--- config.mk ---
export PLATFORM = sky130hd
export DESIGN_NAME = dtlb_refill_walker_flat
export DESIGN_NICKNAME = d
export VERILOG_FILES = /design/src/rtl/dtlb_refill_walker_if.sv /design/src/rtl/dtlb_refill_walker.sv /design/src/flat_wrapper.sv
export SDC_FILE = /design/constraint.sdc
export NUM_CORES = 1
export LEC_CHECK = 0
export CAP_MARGIN = 20
export CELL_PAD_IN_SITES_DETAIL_PLACEMENT = 0
export CELL_PAD_IN_SITES_GLOBAL_PLACEMENT = 1
export CORE_AREA = 2 2 180 182
export CTS_CLUSTER_SIZE = 30
export DETAILED_ROUTE_END_ITERATION = 16
export DIE_AREA = 0 0 182 184
export DONT_BUFFER_PORTS = 1
export PLACE_DENSITY = 0.6
export SKIP_CTS_REPAIR_TIMING = 1
export SLEW_MARGIN = 30
export SYNTH_ARGS = -nofsm -noshare
export SYNTH_HDL_FRONTEND = slang
export SYNTH_SLANG_ARGS = --single-unit
--- constraint.sdc ---
create_clock -name clk -period 2.2 [get_ports clk]
set_clock_uncertainty 0.2 [all_clocks]
set_input_delay 0.22 -clock clk [delete_from_list [all_inputs] [get_ports clk]]
set_output_delay 0.22 -clock clk [all_outputs]
set_load 0.05 [all_outputs]
--- src/rtl/dtlb_refill_walker_if.sv ---
// Bundle of every signal between the dTLB refill walker and its neighbours:
// the lookup-pipeline miss port, the L2 table-read port and the dwtlb_way write port.
`ifndef dtlbData_width
`define dtlbData_width 64
`endif

interface dtlb_refill_walker_if #(
    parameter int DATA_W = `dtlbData_width,
    parameter int VA_W   = 50,
    parameter int PA_W   = 44
);
    // Handshakes: a miss moves when miss_en && miss_ready; a table read moves when
    // req_valid && req_ready, and req_valid/req_addr hold until then; rsp_valid is a
    // one-cycle push with no back-pressure.
    logic              miss_en;
    logic [VA_W-1:0]   miss_addr;
    logic [1:0]        lru0, lru1, lru2, lru3;
    logic              miss_ready;
    logic [PA_W-1:0]   ptbr;
    logic              flush;
    logic              req_valid;
    logic [PA_W-1:0]   req_addr;
    logic              req_ready;
    logic              rsp_valid;
    logic [127:0]      rsp_data;
    logic              rsp_err;
    logic              write_wen;
    logic [1:0]        write_way;
    logic [VA_W-1:0]   write_addr;
    logic [DATA_W-1:0] write_data0, write_data1;
    logic              busy;
    logic              fault;
    logic [2:0]        state_dbg;

    modport master (
        input  miss_en, miss_addr, lru0, lru1, lru2, lru3, ptbr, flush,
               req_ready, rsp_valid, rsp_data, rsp_err,
        output miss_ready, req_valid, req_addr, write_wen, write_way, write_addr,
               write_data0, write_data1, busy, fault, state_dbg
    );

    modport slave (
        output miss_en, miss_addr, lru0, lru1, lru2, lru3, ptbr, flush,
               req_ready, rsp_valid, rsp_data, rsp_err,
        input  miss_ready, req_valid, req_addr, write_wen, write_way, write_addr,
               write_data0, write_data1, busy, fault, state_dbg
    );
endinterface

--- src/rtl/dtlb_refill_walker.sv ---
// dTLB refill engine: two-level page-table walk for one miss, then a single-cycle
// write of the even/odd translation pair into the LRU-selected way.
`ifndef dtlbData_width
`define dtlbData_width 64
`endif

module dtlb_refill_walker #(
    parameter int DATA_W = `dtlbData_width,
    parameter int VA_W   = 50,
    parameter int PA_W   = 44
) (
    input logic                clk,
    input logic                rst,
    dtlb_refill_walker_if.master bus
);
    typedef enum logic [2:0] {
        IDLE    = 3'd0,
        L1_REQ  = 3'd1,
        L1_WAIT = 3'd2,
        L2_REQ  = 3'd3,
        L2_WAIT = 3'd4,
        WRITE   = 3'd5,
        DRAIN   = 3'd6
    } state_t;

    state_t             state, state_nx;
    logic [VA_W-1:0]    va_q;
    logic [PA_W-16:0]   root_q;
    logic [PA_W-17:0]   base_q;
    logic [1:0]         way_q;
    logic [DATA_W-1:0]  data0_q, data1_q;
    logic               fault_q;

    logic               accept;
    logic               upper_bad;
    logic               l1_ok, l2_ok;
    logic [1:0]         victim;
    logic [1:0]         best_lru;
    logic [1:0]         lru_v [4];

    assign accept    = (state == IDLE) && bus.miss_en && !bus.flush;
    assign upper_bad = |bus.miss_addr[VA_W-1:25];
    assign l1_ok     = !bus.rsp_err && bus.rsp_data[0];
    assign l2_ok     = !bus.rsp_err && (va_q[0] ? bus.rsp_data[64] : bus.rsp_data[0]);

    // Minimum-LRU scan with strict compare: a zero entry is always the minimum,
    // so "first zero" and "first minimum" collapse into one rule.
    always_comb begin
        lru_v[0] = bus.lru0;
        lru_v[1] = bus.lru1;
        lru_v[2] = bus.lru2;
        lru_v[3] = bus.lru3;
        victim   = 2'd0;
        best_lru = lru_v[0];
        for (int i = 1; i < 4; i++) begin
            if (lru_v[i] < best_lru) begin
                best_lru = lru_v[i];
                victim   = 2'(i);
            end
        end
    end

    always_ff @(posedge clk) begin
        if (rst) state <= IDLE;
        else     state <= state_nx;
    end

    always_comb begin
        state_nx = state;
        case (state)
            IDLE:    if (accept && !upper_bad) state_nx = L1_REQ;
            L1_REQ:  if (bus.flush)          state_nx = bus.req_ready ? DRAIN : IDLE;
                     else if (bus.req_ready) state_nx = L1_WAIT;
            L1_WAIT: if (bus.rsp_valid)      state_nx = (l1_ok && !bus.flush) ? L2_REQ : IDLE;
                     else if (bus.flush)     state_nx = DRAIN;
            L2_REQ:  if (bus.flush)          state_nx = bus.req_ready ? DRAIN : IDLE;
                     else if (bus.req_ready) state_nx = L2_WAIT;
            L2_WAIT: if (bus.rsp_valid)      state_nx = (l2_ok && !bus.flush) ? WRITE : IDLE;
                     else if (bus.flush)     state_nx = DRAIN;
            WRITE:   state_nx = IDLE;
            DRAIN:   if (bus.rsp_valid)      state_nx = IDLE;
            default: state_nx = IDLE;
        endcase
    end

    always_comb begin
        bus.req_valid  = 1'b0;
        bus.req_addr   = '0;
        bus.write_wen  = 1'b0;
        bus.miss_ready = 1'b0;
        bus.busy       = 1'b1;
        case (state)
            IDLE: begin
                bus.miss_ready = 1'b1;
                bus.busy       = 1'b0;
            end
            L1_REQ: begin
                bus.req_valid = 1'b1;
                bus.req_addr  = {root_q, va_q[24:13], 3'b000};
            end
            L2_REQ: begin
                bus.req_valid = 1'b1;
                bus.req_addr  = {base_q, va_q[12:1], 4'b0000};
            end
            WRITE:   bus.write_wen = !bus.flush;
            default: ;
        endcase
    end

    // A flushed walk must stay silent, so responses seen alongside flush neither
    // latch data nor raise fault.
    always_ff @(posedge clk) begin
        if (rst) begin
            va_q    <= '0;
            root_q  <= '0;
            base_q  <= '0;
            way_q   <= 2'd0;
            data0_q <= '0;
            data1_q <= '0;
            fault_q <= 1'b0;
        end else begin
            fault_q <= 1'b0;
            if (accept) begin
                va_q    <= bus.miss_addr;
                root_q  <= bus.ptbr[PA_W-1:15];
                way_q   <= victim;
                fault_q <= upper_bad;
            end
            if (state == L1_WAIT && bus.rsp_valid && !bus.flush) begin
                if (l1_ok) base_q  <= bus.rsp_data[PA_W-1:16];
                else       fault_q <= 1'b1;
            end
            if (state == L2_WAIT && bus.rsp_valid && !bus.flush) begin
                if (l2_ok) begin
                    data0_q <= bus.rsp_data[DATA_W-1:0];
                    data1_q <= bus.rsp_data[64+DATA_W-1:64];
                end else begin
                    fault_q <= 1'b1;
                end
            end
        end
    end

    assign bus.write_way   = way_q;
    assign bus.write_addr  = va_q;
    assign bus.write_data0 = data0_q;
    assign bus.write_data1 = data1_q;
    assign bus.fault       = fault_q;
    assign bus.state_dbg   = state;
endmodule

--- src/flat_wrapper.sv ---
// flat-port wrapper written by rule: the top's interface ports become plain ports
module dtlb_refill_walker_flat 
#(
    parameter int DATA_W = `dtlbData_width,
    parameter int VA_W   = 50,
    parameter int PA_W   = 44
)
  (clk, rst, bus_miss_en, bus_miss_addr, bus_lru0, bus_lru1, bus_lru2, bus_lru3, bus_ptbr, bus_flush, bus_req_ready, bus_rsp_valid, bus_rsp_data, bus_rsp_err, bus_miss_ready, bus_req_valid, bus_req_addr, bus_write_wen, bus_write_way, bus_write_addr, bus_write_data0, bus_write_data1, bus_busy, bus_fault, bus_state_dbg);
  dtlb_refill_walker_if #(.DATA_W(DATA_W), .VA_W(VA_W), .PA_W(PA_W)) bus_i ();
  input logic clk;
  input logic rst;
  input wire logic [$bits(bus_i.miss_en)-1:0] bus_miss_en;
  input wire logic [$bits(bus_i.miss_addr)-1:0] bus_miss_addr;
  input wire logic [$bits(bus_i.lru0)-1:0] bus_lru0;
  input wire logic [$bits(bus_i.lru1)-1:0] bus_lru1;
  input wire logic [$bits(bus_i.lru2)-1:0] bus_lru2;
  input wire logic [$bits(bus_i.lru3)-1:0] bus_lru3;
  input wire logic [$bits(bus_i.ptbr)-1:0] bus_ptbr;
  input wire logic [$bits(bus_i.flush)-1:0] bus_flush;
  input wire logic [$bits(bus_i.req_ready)-1:0] bus_req_ready;
  input wire logic [$bits(bus_i.rsp_valid)-1:0] bus_rsp_valid;
  input wire logic [$bits(bus_i.rsp_data)-1:0] bus_rsp_data;
  input wire logic [$bits(bus_i.rsp_err)-1:0] bus_rsp_err;
  output wire logic [$bits(bus_i.miss_ready)-1:0] bus_miss_ready;
  output wire logic [$bits(bus_i.req_valid)-1:0] bus_req_valid;
  output wire logic [$bits(bus_i.req_addr)-1:0] bus_req_addr;
  output wire logic [$bits(bus_i.write_wen)-1:0] bus_write_wen;
  output wire logic [$bits(bus_i.write_way)-1:0] bus_write_way;
  output wire logic [$bits(bus_i.write_addr)-1:0] bus_write_addr;
  output wire logic [$bits(bus_i.write_data0)-1:0] bus_write_data0;
  output wire logic [$bits(bus_i.write_data1)-1:0] bus_write_data1;
  output wire logic [$bits(bus_i.busy)-1:0] bus_busy;
  output wire logic [$bits(bus_i.fault)-1:0] bus_fault;
  output wire logic [$bits(bus_i.state_dbg)-1:0] bus_state_dbg;
  assign bus_i.miss_en = bus_miss_en;
  assign bus_i.miss_addr = bus_miss_addr;
  assign bus_i.lru0 = bus_lru0;
  assign bus_i.lru1 = bus_lru1;
  assign bus_i.lru2 = bus_lru2;
  assign bus_i.lru3 = bus_lru3;
  assign bus_i.ptbr = bus_ptbr;
  assign bus_i.flush = bus_flush;
  assign bus_i.req_ready = bus_req_ready;
  assign bus_i.rsp_valid = bus_rsp_valid;
  assign bus_i.rsp_data = bus_rsp_data;
  assign bus_i.rsp_err = bus_rsp_err;
  assign bus_miss_ready = bus_i.miss_ready;
  assign bus_req_valid = bus_i.req_valid;
  assign bus_req_addr = bus_i.req_addr;
  assign bus_write_wen = bus_i.write_wen;
  assign bus_write_way = bus_i.write_way;
  assign bus_write_addr = bus_i.write_addr;
  assign bus_write_data0 = bus_i.write_data0;
  assign bus_write_data1 = bus_i.write_data1;
  assign bus_busy = bus_i.busy;
  assign bus_fault = bus_i.fault;
  assign bus_state_dbg = bus_i.state_dbg;
  dtlb_refill_walker #(.DATA_W(DATA_W), .VA_W(VA_W), .PA_W(PA_W)) u_core (.clk(clk), .rst(rst), .bus(bus_i));
endmodule
; ---- Word-level counts from Yosys, hierarchy flattened
; Cells that the tools add are included.
[totals]
ff_bits = 241
in_bits = 237
out_inout_bits = 232
elab_cells = 70
[op_classes]
magnitude_cmp = 3
n_eq_ne = 10
n_mux = 29
reduce_logical = 20
[op_table]
columns = operator, n
row1 = $pmux 44 s2, 1
row2 = $mux 3, 11
row3 = $reduce_or 25->1, 1
row4 = $pmux 3 s6, 1
row5 = $logic_and 1x1->1, 11
row6 = $mux 1, 11
row7 = $mux 2, 5
row8 = $eq 3x3->1 const B, 3
row9 = $eq 3x2->1 const B, 2
row10 = $lt 2x2->1, 3
row11 = $ne 3x3->1 const B, 2
row12 = $ne 2x2->1 const B, 2
row13 = $reduce_and 2->1, 2
row14 = $reduce_and 4->1, 1
row15 = $eq 3x1->1 const B, 1
row16 = $logic_not 1->1, 3
row17 = $logic_not 3->1, 1
row18 = $reduce_or 2->1, 1

; ---- Logic depth before layout (Yosys ltp)
[depth]
word_depth = 8
ltp_mapped = 7
mapped_depth_nobuf = 7

; ---- Worst setup path before layout
; Ideal clock, no wire load.
[synth_timing]
kind = reg2reg
startpoint = register u_core.state[2], in the netlist u_core.bus.state_dbg[2]
endpoint = register u_core.state[0], in the netlist u_core.bus.state_dbg[0]
setup_ns = 0.077
t_arrival_ns = 3.029
required_time_ns = 1.923
slack_ns = -1.107
stages_incl_launch_ff = 7
cell_sequence = dfxtp_1 clkbuf_1 nor3_1 inv_1 nand2_1 o311ai_0 o21ai_0
[synth_between]
elab_chain_len = 6
elab_cells_between_ends = 15
classes_between = eq/ne (9) / mux (1) / reduce/logical (5)
[synth_rtl]
columns = element, line_no
row1 = "start, declared", dtlb_refill_walker.sv:26  ; state_t state, state_nx;
row2 = "start signal, assigned", dtlb_refill_walker.sv:65  ; else state <= state_nx;
row3 = $logic_not 3->1, "dtlb_refill_walker.sv:41, dtlb_refill_walker.sv:70"
row4 = $logic_and 1x1->1 (2 in a row), dtlb_refill_walker.sv:41  ; assign accept = (state == IDLE) && bus.miss_en && !bus.flush;
row5 = $logic_and 1x1->1, dtlb_refill_walker.sv:71  ; IDLE: if (accept && !upper_bad) state_nx = L1_REQ;
row6 = $ne 2x2->1 (no source line), -
row7 = $reduce_and 4->1 (no source line), -
; Parallel ways exist; a longest one is shown, timed or not.
; A chain may end at the register's enable or synchronous reset.

; ---- Worst setup path in the final report
[layout_timing]
startpoint = register u_core.state[0], in the netlist u_core.bus.state_dbg[0]
endpoint = output port bus_req_addr[3]
[layout_between]
elab_chain_len = 2
elab_cells_between_ends = 3
classes_between = eq/ne (2) / mux (1)
[layout_rtl]
columns = element, line_no
row1 = $eq 3x2->1 or $eq 3x1->1 (tied branches), dtlb_refill_walker.sv:92  ; case (state)
row2 = $pmux 44 s2 (*), dtlb_refill_walker.sv:92
row3 = "end, declared", flat_wrapper.sv:26  ; output wire logic [$bits(bus_i.req_addr)-1:0] bus_req_addr;
; Every way passes the cells marked *; elsewhere a longest branch is shown, timed or not.

==> run_results.csv <==
group,metric,value,unit
synth,muxShareOfSynthArea,4.38,%
critical_path,cp.arrival,1790,ps
synth,syn_avg_cell_area,7.94,sq um
synth,yosysTopAreaCell,"dfxtp_1",
route,ant_nets,0,
synth,synthesis.area,0.00962,sq mm
critical_path,cp-start-kind,"flop",
die,start_util,30.6,%
synth,yosysTopAreaCellShare,50.2,%
critical_path,r2r-start,"u_core.bus.state_dbg[0]",
timing,final-setup-viol-count,1,
die,die-area,0.0335,sq mm
finish,finalNonFillerCells,1793,
critical_path,slowest_stage,"dfxtp_4",
run_status,violations,"hold timing, setup timing",
critical_path,crit_chain,"buf_12 -> nand2b_4 -> buf_12 -> nor3b_4 -> buf_6",
synth,yosysSeqAreaShare,50.2,%
synth,yosys.area_share.simple,23.8,%
synth,synth.distinct_cells,46,
finish,register_area,0.00484,sq mm
synth,yosys_warnings,0,
finish,syn_to_final_growth,37.7,%
die,core_area,0.0314,sq mm
critical_path,cp_slowest_stage_delay,360,ps
synth,ys.flop_type,"dfxtp_1",
route,drt_iter0_drc,335,
critical_path,end_kind,"primary output",
power_and_ir_drop,ir_drop,580,uV
cts,numCtsBuffers,28,
synth,synthTopCellsByArea,"dfxtp_1 (50%), nand2_1 (17%), a21oi_1 (11%)",
critical_path,critPathKind,"reg2out",
place,port-buffer-count,0,
die,dieHeight,184,microns
timing,rsz0062_at_grt,"yes",
synth,synthArstFlopShare,0,%
place,finalWeightedCongestion,0.772,
cts,root_buffer,"clkbuf_16",
die,rows,65,
timing,period_needed,2210,ps
global_routing,grt_pass1_vias,7907,
synth,synthCells,1212,
critical_path,path_delay_family,"buffers and inverters",
finish,drive_above_1_share,17.4,%
timing,whs,-437,ps
synth,synth_xor_area_share,0,%
synth,synth_top_family_by_area,"simple AND/OR/NAND/NOR gates",
finish,fill_cells,3170,
global_routing,grt_usage,17.6,%
min_path,worstHoldStart,"rst",
global_routing,antenna_found_initial,1,
run_status,status,"complete, but fails checks",
timing,finalHoldViolCount,203,
timing,fmax,0.451,GHz
critical_path,crit_top_cell,"buf_12",
synth,synth_edf_count,0,
die,num_io_pins,469,
min_path,hold_path.class,"in2reg",
route,post_drt_wl_per_cell,18.7,microns
critical_path,crit_buf_inv,3,
cts,clock_sinks,241,
place,placed_cell_area,0.0107,sq mm
timing,period_share,101,%
finish,final_cell_mix,"nand2_1 (445), dfxtp_1 (238), a21oi_1 (210)",
flow_run,max_cap_viol_count,0,
critical_path,crit_required,1780,ps
power_and_ir_drop,powerDensity,921,mW/mm^2
die,die_x,182,microns
finish,final_common_cell,"nand2_1",
synth,ys_ff_latch,241,
global_routing,gr-total-overflow,0,
critical_path,crit_path_max_fanout,8,
place,place_inst,1592,
timing,drv_slew,0,
synth,synth-compound-area-share,15.3,%
critical_path,startpoint,"u_core.bus.state_dbg[0]",
cts,h-tree-depth,1,
place,dp_hpwl,22400,microns
route,postRouteWirelength,33600,microns
route,num_vias,8675,
route,via_per_inst,4.84,
global_routing,grt_first_pass_wirelength,46500,microns
power_and_ir_drop,p_leak,4.39,nW
cts,clkLatencyLatePin,540,ps
route,dr.pass1.iters,5,
finish,multi_input_area,0.00462,sq mm
timing,fin_ws,-15.0,ps
timing,max_slew.worst_pin.slew,860,ps
finish,final_net_count,1612,
cts,cts_buffer_depth,3,
finish,fin_area,0.0133,sq mm
cts,cts_tree,"built",
critical_path,r2r_setup_slack,10,ps
global_routing,grt_max_degree,244,
cts,clk_pin_slew_worst_paths,60,ps
timing,slew_headroom,42.7,%
synth,synth_fa_ha_area_share,0.650,%
route,drc,0,
## logic make-up (layout without fill, tap and decap cells)
kind of cell	after synthesis	count (layout)
buffers and inverters	102	277
AND/OR/NAND/NOR	561	562
multiplexers	42	42
adder cells (fa/ha/maj)	5	5
AO/OA/AOI/OAI	260	260
other	1	4
flip-flops	241	241
## power by group
group          switching [W]  internal, W  leakage (nW)
Sequential          0.000385      0.00458          1.95
Clock                0.00186      0.00268         0.450
Combinational        0.00162      0.00108          1.99
## registers in the layout, summed over array words and instances (netlist names)
register	flops
u_core.base_q	28
u_core.bus.fault	1
u_core.bus.state_dbg	3
u_core.bus.write_addr	50
u_core.bus.write_data0	64
u_core.bus.write_data1	64
u_core.bus.write_way	2
u_core.root_q	29
## final timing paths
kind	endpoint	depth (start not counted)
hold reg to reg	u_core.root_q[27]	2
setup reg to reg	u_core.bus.write_data1[1]	5
setup / recovery	bus_req_addr[3]	5
hold / removal	u_core.bus.write_addr[48]	1
## cells in the mapped netlist (all sizes together) (4+ instances only)
cell	n
nand2	475
dfxtp	241
a21oi	240
clkbuf	54
nor2	49
mux2i	41
buf	40
inv	8
nand2b	6
ha	5
nor3	4
nor3b	4
nor4	4
## final cells by class
type	instances	share of cell area, %
Sequential cell	241	36.5
Multi-Input combinational cell	872	34.9
Timing Repair Buffer	219	17.7
Clock buffer	44	6.51
Tap cell	402	3.80
Clock inverter	6	0.340
Inverter	8	0.283
Antenna cell	1	0.0189
## layer usage
layer | global-route usage [%] | wire length (microns) | up-vias | share of wire, %
li1 | - | - | 4267 | -
met1 | 19.6 | 13300 | 4003 | 40
met2 | 30.8 | 16200 | 366 | 48
met3 | 7.96 | 3430 | 39 | 10
met4 | 4.39 | 673 | 0 | 2.0
met5 | 0 | 0 | - | 0
## per-stage QoR
| stage | setup TNS, ps | util, % | hold WS (ps) | worst slack [ps] | power (W) |
|---|---|---|---|---|---|
| after floorplan | -50.6 | - | 156 | -50.6 | 0.00672 |
| final | -15.0 | 42.2 | -437 | -15.0 | 0.0122 |
| after global routing | -1060 | 42.2 | -471 | -87.4 | 0.0127 |
| after global placement | 0 | 34.1 | 107 | 136 | 0.00725 |
| after detailed placement | 0 | 34.1 | 108 | 96.1 | 0.00726 |
| after CTS | -8130 | 37.0 | -472 | -282 | 0.0119 |
Note: power is estimated with default switching activity, not from simulation.
